**src/rtl/simon_pkg.sv**
```systemverilog
// Shared SIMON32/64 definitions: word width, round constants and the controller state type.
package simon_pkg;

   localparam int WORD_W = 16;
   localparam logic [WORD_W-1:0] C = 16'h0003;

   typedef enum logic [1:0] {IDLE, ROUND, DONE} simonState_t;

   function automatic logic [61:0] reverseZ(input logic [61:0] v);
      logic [61:0] res;
      for (int i = 0; i < 62; i++) res[i] = v[61-i];
      return res;
   endfunction

   // Written as published (element 0 leftmost), stored with element i at bit i.
   localparam logic [61:0] Z0 =
      reverseZ(62'b11111010001001010110000111001101111101000100101011000011100110);

endpackage

```
**src/rtl/leftCircShift.sv**
```systemverilog
// Fixed-amount left circular rotate; pure wiring.
module leftCircShift #(
   parameter int WIDTH = 16,
   parameter int SHIFT = 1
) (
   input  logic [WIDTH-1:0] dataIn,
   output logic [WIDTH-1:0] dataOut
);

   assign dataOut = {dataIn[WIDTH-1-SHIFT:0], dataIn[WIDTH-1:WIDTH-SHIFT]};

endmodule

```
**src/rtl/simon_round_fn.sv**
```systemverilog
// One SIMON32/64 Feistel round plus the matching key-schedule step, purely combinational.
module simon_round_fn
   import simon_pkg::*;
(
   input  logic [WORD_W-1:0] x,
   input  logic [WORD_W-1:0] y,
   input  logic [WORD_W-1:0] k0,
   input  logic [WORD_W-1:0] k1,
   input  logic [WORD_W-1:0] k3,
   input  logic              zBit,
   output logic [WORD_W-1:0] xNext,
   output logic [WORD_W-1:0] kNew
);

   logic [WORD_W-1:0] s1, s2, s8, fx, tmpA, tmpB;

   leftCircShift #(.WIDTH(WORD_W), .SHIFT(1)) uRot1 (.dataIn(x), .dataOut(s1));
   leftCircShift #(.WIDTH(WORD_W), .SHIFT(2)) uRot2 (.dataIn(x), .dataOut(s2));
   leftCircShift #(.WIDTH(WORD_W), .SHIFT(8)) uRot8 (.dataIn(x), .dataOut(s8));

   assign fx    = (s1 & s8) ^ s2;
   assign xNext = y ^ fx ^ k0;

   // k2 does not feed the m=4 schedule; it only shifts through the register file.
   assign tmpA = {k3[2:0], k3[WORD_W-1:3]} ^ k1;
   assign tmpB = tmpA ^ {tmpA[0], tmpA[WORD_W-1:1]};
   assign kNew = ~k0 ^ tmpB ^ {{(WORD_W-1){1'b0}}, zBit} ^ C;

endmodule

```
**src/rtl/simon_encrypt_ctrl.sv**
```systemverilog
// Iterative SIMON32/64 encryption: one round per clock, round keys generated on the fly.
module simon_encrypt_ctrl #(
   parameter int WORD_W = 16,
   parameter int ROUNDS = 32
) (
   input  logic                    clk,
   input  logic                    rst_n,
   input  logic                    in_valid,
   output logic                    in_ready,
   input  logic [WORD_W-1:0]       pt_x,
   input  logic [WORD_W-1:0]       pt_y,
   input  logic [63:0]             key,
   output logic                    out_valid,
   input  logic                    out_ready,
   output logic [WORD_W-1:0]       ct_x,
   output logic [WORD_W-1:0]       ct_y,
   output logic                    busy,
   output logic [5:0]              round_idx,
   output simon_pkg::simonState_t  stateDbg
);
   import simon_pkg::*;

   // Handshakes: a transfer occurs on a rising edge where valid and ready are both high;
   // valid/data are held by the producer until then, and ready never depends on valid.

   localparam logic [5:0] LAST = 6'(ROUNDS - 1);

   simonState_t       state;
   logic [WORD_W-1:0] xReg, yReg, xNext, kNew;
   logic [WORD_W-1:0] kReg [4];
   logic [5:0]        r;

   simon_round_fn uRound (
      .x    (xReg),
      .y    (yReg),
      .k0   (kReg[0]),
      .k1   (kReg[1]),
      .k3   (kReg[3]),
      .zBit (Z0[r]),
      .xNext(xNext),
      .kNew (kNew)
   );

   always_ff @(posedge clk or negedge rst_n) begin
      if (!rst_n) begin
         state     <= IDLE;
         xReg      <= '0;
         yReg      <= '0;
         for (int i = 0; i < 4; i++) kReg[i] <= '0;
         r         <= '0;
         in_ready  <= 1'b1;
         out_valid <= 1'b0;
         busy      <= 1'b0;
      end else begin
         case (state)
            IDLE: begin
               if (in_valid) begin
                  xReg <= pt_x;
                  yReg <= pt_y;
                  for (int i = 0; i < 4; i++) kReg[i] <= key[i*WORD_W +: WORD_W];
                  r        <= '0;
                  state    <= ROUND;
                  in_ready <= 1'b0;
                  busy     <= 1'b1;
               end
            end
            ROUND: begin
               xReg    <= xNext;
               yReg    <= xReg;
               kReg[0] <= kReg[1];
               kReg[1] <= kReg[2];
               kReg[2] <= kReg[3];
               kReg[3] <= kNew;
               // r returns to 0 so round_idx reads 0 while the result is held.
               if (r == LAST) begin
                  r         <= '0;
                  state     <= DONE;
                  busy      <= 1'b0;
                  out_valid <= 1'b1;
               end else begin
                  r <= r + 6'd1;
               end
            end
            DONE: begin
               if (out_ready) begin
                  state     <= IDLE;
                  out_valid <= 1'b0;
                  in_ready  <= 1'b1;
               end
            end
            default: begin
               state     <= IDLE;
               r         <= '0;
               in_ready  <= 1'b1;
               out_valid <= 1'b0;
               busy      <= 1'b0;
            end
         endcase
      end
   end

   assign ct_x      = xReg;
   assign ct_y      = yReg;
   assign round_idx = r;
   assign stateDbg  = state;

endmodule

```
**config.mk**
```make
export PLATFORM = sky130hd
export DESIGN_NAME = simon_encrypt_ctrl
export DESIGN_NICKNAME = d
export VERILOG_FILES = /design/src/rtl/simon_pkg.sv /design/src/rtl/leftCircShift.sv /design/src/rtl/simon_round_fn.sv /design/src/rtl/simon_encrypt_ctrl.sv
export SDC_FILE = /design/constraint.sdc
export NUM_CORES = 1
export LEC_CHECK = 0
export ABC_AREA = 1
export BUFFER_PORTS_ARGS = -buffer_cell sky130_fd_sc_hd__buf_2
export CORE_MARGIN = 2
export CORE_UTILIZATION = 60
export CTS_BUF_LIST = sky130_fd_sc_hd__clkbuf_2
export DETAILED_ROUTE_END_ITERATION = 8
export PLACE_DENSITY = 0.95
export SYNTH_ARGS = -nofsm -noshare
export SYNTH_HDL_FRONTEND = slang
export SYNTH_HIERARCHICAL = 1
export SYNTH_SLANG_ARGS = --single-unit
```
**constraint.sdc**
```tcl
create_clock -name clk -period 3.9 [get_ports clk]
set_input_delay 0.195 -clock clk [delete_from_list [all_inputs] [get_ports clk]]
set_output_delay 0.195 -clock clk [all_outputs]
set_load 0.05 [all_outputs]
```
==> summary.md <==
| Metric | Value |
|---|---|
| Startpoint Class | `flop` |
| Multi-input logic area | `0.003289 sq mm` |
| Number of I/O pins | `143` |
| H-Tree Level Count | `3` |
| Sink Count | `107` |
| Vias per inst | `5.362` |
| Max clock buf depth | `2` |
| Pwr dens | `882.8 mW/mm^2` |
| Wire per inst | `14.78 microns` |
| Post-Syn Instances | `1044` |
| FF-to-FF Start | `stateDbg[0]$_DFFE_PN0P_` |
| Number of setup buffers added after CTS | `0` |
| Clk slew on worst S/H paths | `0.28 ns` |
| Final setup vio count | `0` |
| Initial drt markers | `860` |
| Max incr delay on CP | `0.52 ns` |
| Worst R2R End | `ct_y[6]$_DFFE_PN0P_` |
| Synth area leaders | `dfrtp_1, nand2_1, buf_4` |
| Net count, final | `1319` |
| Yosys warnings | `6` |
| Worst-path fanout max | `75` |
| # port buffers | `142` |
| GRT Total Usage | `32.27%` |
| Number of flops mapped to enable cells by yosys | `0` |
| Vias in the first global route | `6797` |
| Min-delay worst type | `input pin to async pin` |
| Share of cells above drive strength 1 | `14.44%` |
| Placed cells | `1248` |
| Max-slew violations | `0` |
| Worst setup EP type | `flop` |
| Final period demand of the worst path | `2.569 ns` |
| Avg Cell Area, Syn | `6.663 sq um` |
| F_max | `0.3892 GHz` |
| Most used cell, CP | `inv_2` |
| Final Non-Filler Cells | `1363` |
| Distinct cell type count after synthesis | `27` |
| Crit path max-delay cell type | `dfrtp_1` |
| Routed Antenna Nets | `0` |
| Filler Cell Count | `843` |
| Worst Path Arrival | `3.12 ns` |
| TritonCTS clock tree | `done` |
| Endpoints failing hold | `0` |
| Register area | `0.002679 sq mm` |
| Reg2Reg Depth | `8` |
| Syn Std Cell Area | `0.006957 sq mm` |
| Drt pass-1 iters | `6` |
| Largest net degree at the start of global routing | `76` |
| Standard-cell rows | `39` |
| Area grow syn2layout | `21.10%` |
| Clk_lat worst skew | `0.61 ns` |
| Setup Skew | `0.03001 ns` |
| Final HPWL DP | `12590 microns` |
| CTS Root Cell | `clkbuf_2` |
| Setup TNS | `0 ns` |
| Initial antenna violation count | `1` |
| Total vias in the final route | `7309` |
| Most frequent cells after synthesis | `nand2_1, dfrtp_1, inv_1` |
| Post-route cell area | `0.008424 sq mm` |
| Starting density of the core | `61.19%` |
| Measured slew at the worst slew-check pin | `1.008 ns` |
| Top_reg_cell synth | `dfrtp_1` |
| Chip width | `111.7 microns` |
| Max_slew headroom | `32.67%` |
| Post_cts resized | `0` |
| Status | `completed` |
| Max cap viols | `0` |
| Global-route wire length before repair | `32650 microns` |
| Pwr Total | `7.437 mW` |
| Final Cycle Share | `65.88%` |
| Placed instance area | `0.007331 sq mm` |
| FFs w/ async S/R, synth | `100.0%` |
| Count leader, synth | `nand2_1` |
| Post-route core utilization | `74.09%` |
| R2R Setup Slk | `1.33 ns` |
| Seq/Total Area, Yosys | `38.51%` |
| Leakage Power | `4.556 nW` |
| Total routed wirelength | `20150 microns` |
| Core box area | `0.01137 sq mm` |
| Crit path required time | `4.45 ns` |
| CTS buffer count | `9` |
| GR Overflow Total | `0` |
| Seq cells post-synth | `107` |
| Worst-path cell chain | `inv_2, nor2_4, inv_2, nand2_4, inv_2, buf_12, nand2_1, nand3_1` |
| GP Congestion | `0.8953` |
| Max VDD drop | `690.7 uV` |
| Area share of the largest cell type after synthesis | `38.13%` |
| Drt drc | `0` |
| Die Y | `111.7 microns` |
| Worst Path Class, Setup | `flop to flop` |
| Delay-heaviest family, CP | `buffers and inverters` |
| Leading area contributor after synthesis | `dfrtp_1` |
| WP buf/inv | `4` |
| Syn nets | `1149` |
| Die area | `0.01247 sq mm` |
| RSZ-0062 raised after global routing | `no` |
-- stage by stage --
step	hold slack (ns)	setup WS, ns
after floorplan	-0.1006	1.660
after global placement	0.2531	1.580
after detailed placement	0.2579	1.520
after CTS	0.05909	1.445
after global routing	0.08089	1.140
final	0.1016	1.331
-- logic make-up after synthesis --
group | after synthesis | synth area share, %
adder cells (fa/ha/maj) | 5 | 0.8993
XOR/XNOR | 33 | 4.155
buffers and inverters | 197 | 14.35
flip-flops | 107 | 38.51
AND/OR/NAND/NOR | 588 | 33.78
AO/OA/AOI/OAI | 114 | 8.309
-- what timing repair did --
| item | in CTS | in global routing |
|---|---|---|
| hold buffers | 98 | 0 |
| hold endpoints to repair | 147 | 0 |
| endpoints found under the setup margin | 0 | 0 |
-- layer usage --
layer / wire length (microns) / GRT usage (%)
met5: 0 / 0
met4: 481 / 12.35
met3: 1626 / 5.063
met2: 9856 / 54.10
met1: 8183 / 42.39
-- how the worst max path moves through the flow --
stage / slack (ns) / end / cells past startpoint / start
after CTS: 1.45 / kReg[33]$_DFFE_PN0P_ / 8 / stateDbg[0]$_DFFE_PN0P_
after global routing: 1.14 / round_idx[5]$_DFFE_PN0P_ / 8 / stateDbg[0]$_DFFE_PN0P_
after global placement: 1.58 / kReg[29]$_DFFE_PN0P_ / 8 / stateDbg[0]$_DFFE_PN0P_
after detailed placement: 1.52 / kReg[33]$_DFFE_PN0P_ / 8 / stateDbg[0]$_DFFE_PN0P_
after floorplan: 1.66 / kReg[0]$_DFFE_PN0P_ / 17 / round_idx[0]$_DFFE_PN0P_
final: 1.33 / ct_y[6]$_DFFE_PN0P_ / 8 / stateDbg[0]$_DFFE_PN0P_
-- power breakdown --
group / switching [mW] / internal (mW)
clock: 0.377 / 0.150
combinational: 3.07 / 1.45
sequential: 0.740 / 1.65
total: 4.18 / 3.25
-- flip-flops by register name (all words and copies together), names as in the netlist --
| signal | cells |
|---|---|
| ct_x | 16 |
| out_valid | 1 |
| kReg | 64 |
| stateDbg | 2 |
| round_idx | 6 |
| busy | 1 |
| ct_y | 16 |
| in_ready | 1 |
-- cell type report --
| class | instances | area share (%) |
|---|---|---|
| sequential | 107 | 31.80 |
| antenna | 1 | 0.02970 |
| timing repair buffer | 246 | 20.79 |
| clock inverter | 5 | 0.6535 |
| inverter | 110 | 4.901 |
| clock buffer | 11 | 0.6535 |
| tap | 143 | 2.124 |
| multi-input combinational | 740 | 39.05 |
-- cell usage in the layout (no fill, tap or decap), drive strengths merged --
cell type and instances:
nand4 1, nand2 452, a22oi 1, xor2 16, o21ai 102, clkbuf 11
bufinv 1, clkinvlp 2, nand3b 3, a21oi 8, dfstp 1, clkinv 2
o22ai 2, dlygate4sd3 98, inv 110, dfrtp 106, nand3 85, xnor2 17
diode 1, o31ai 1, ha 5, nor2 46, or2 1, buf 148
Power figures use the tool's default switching activity.
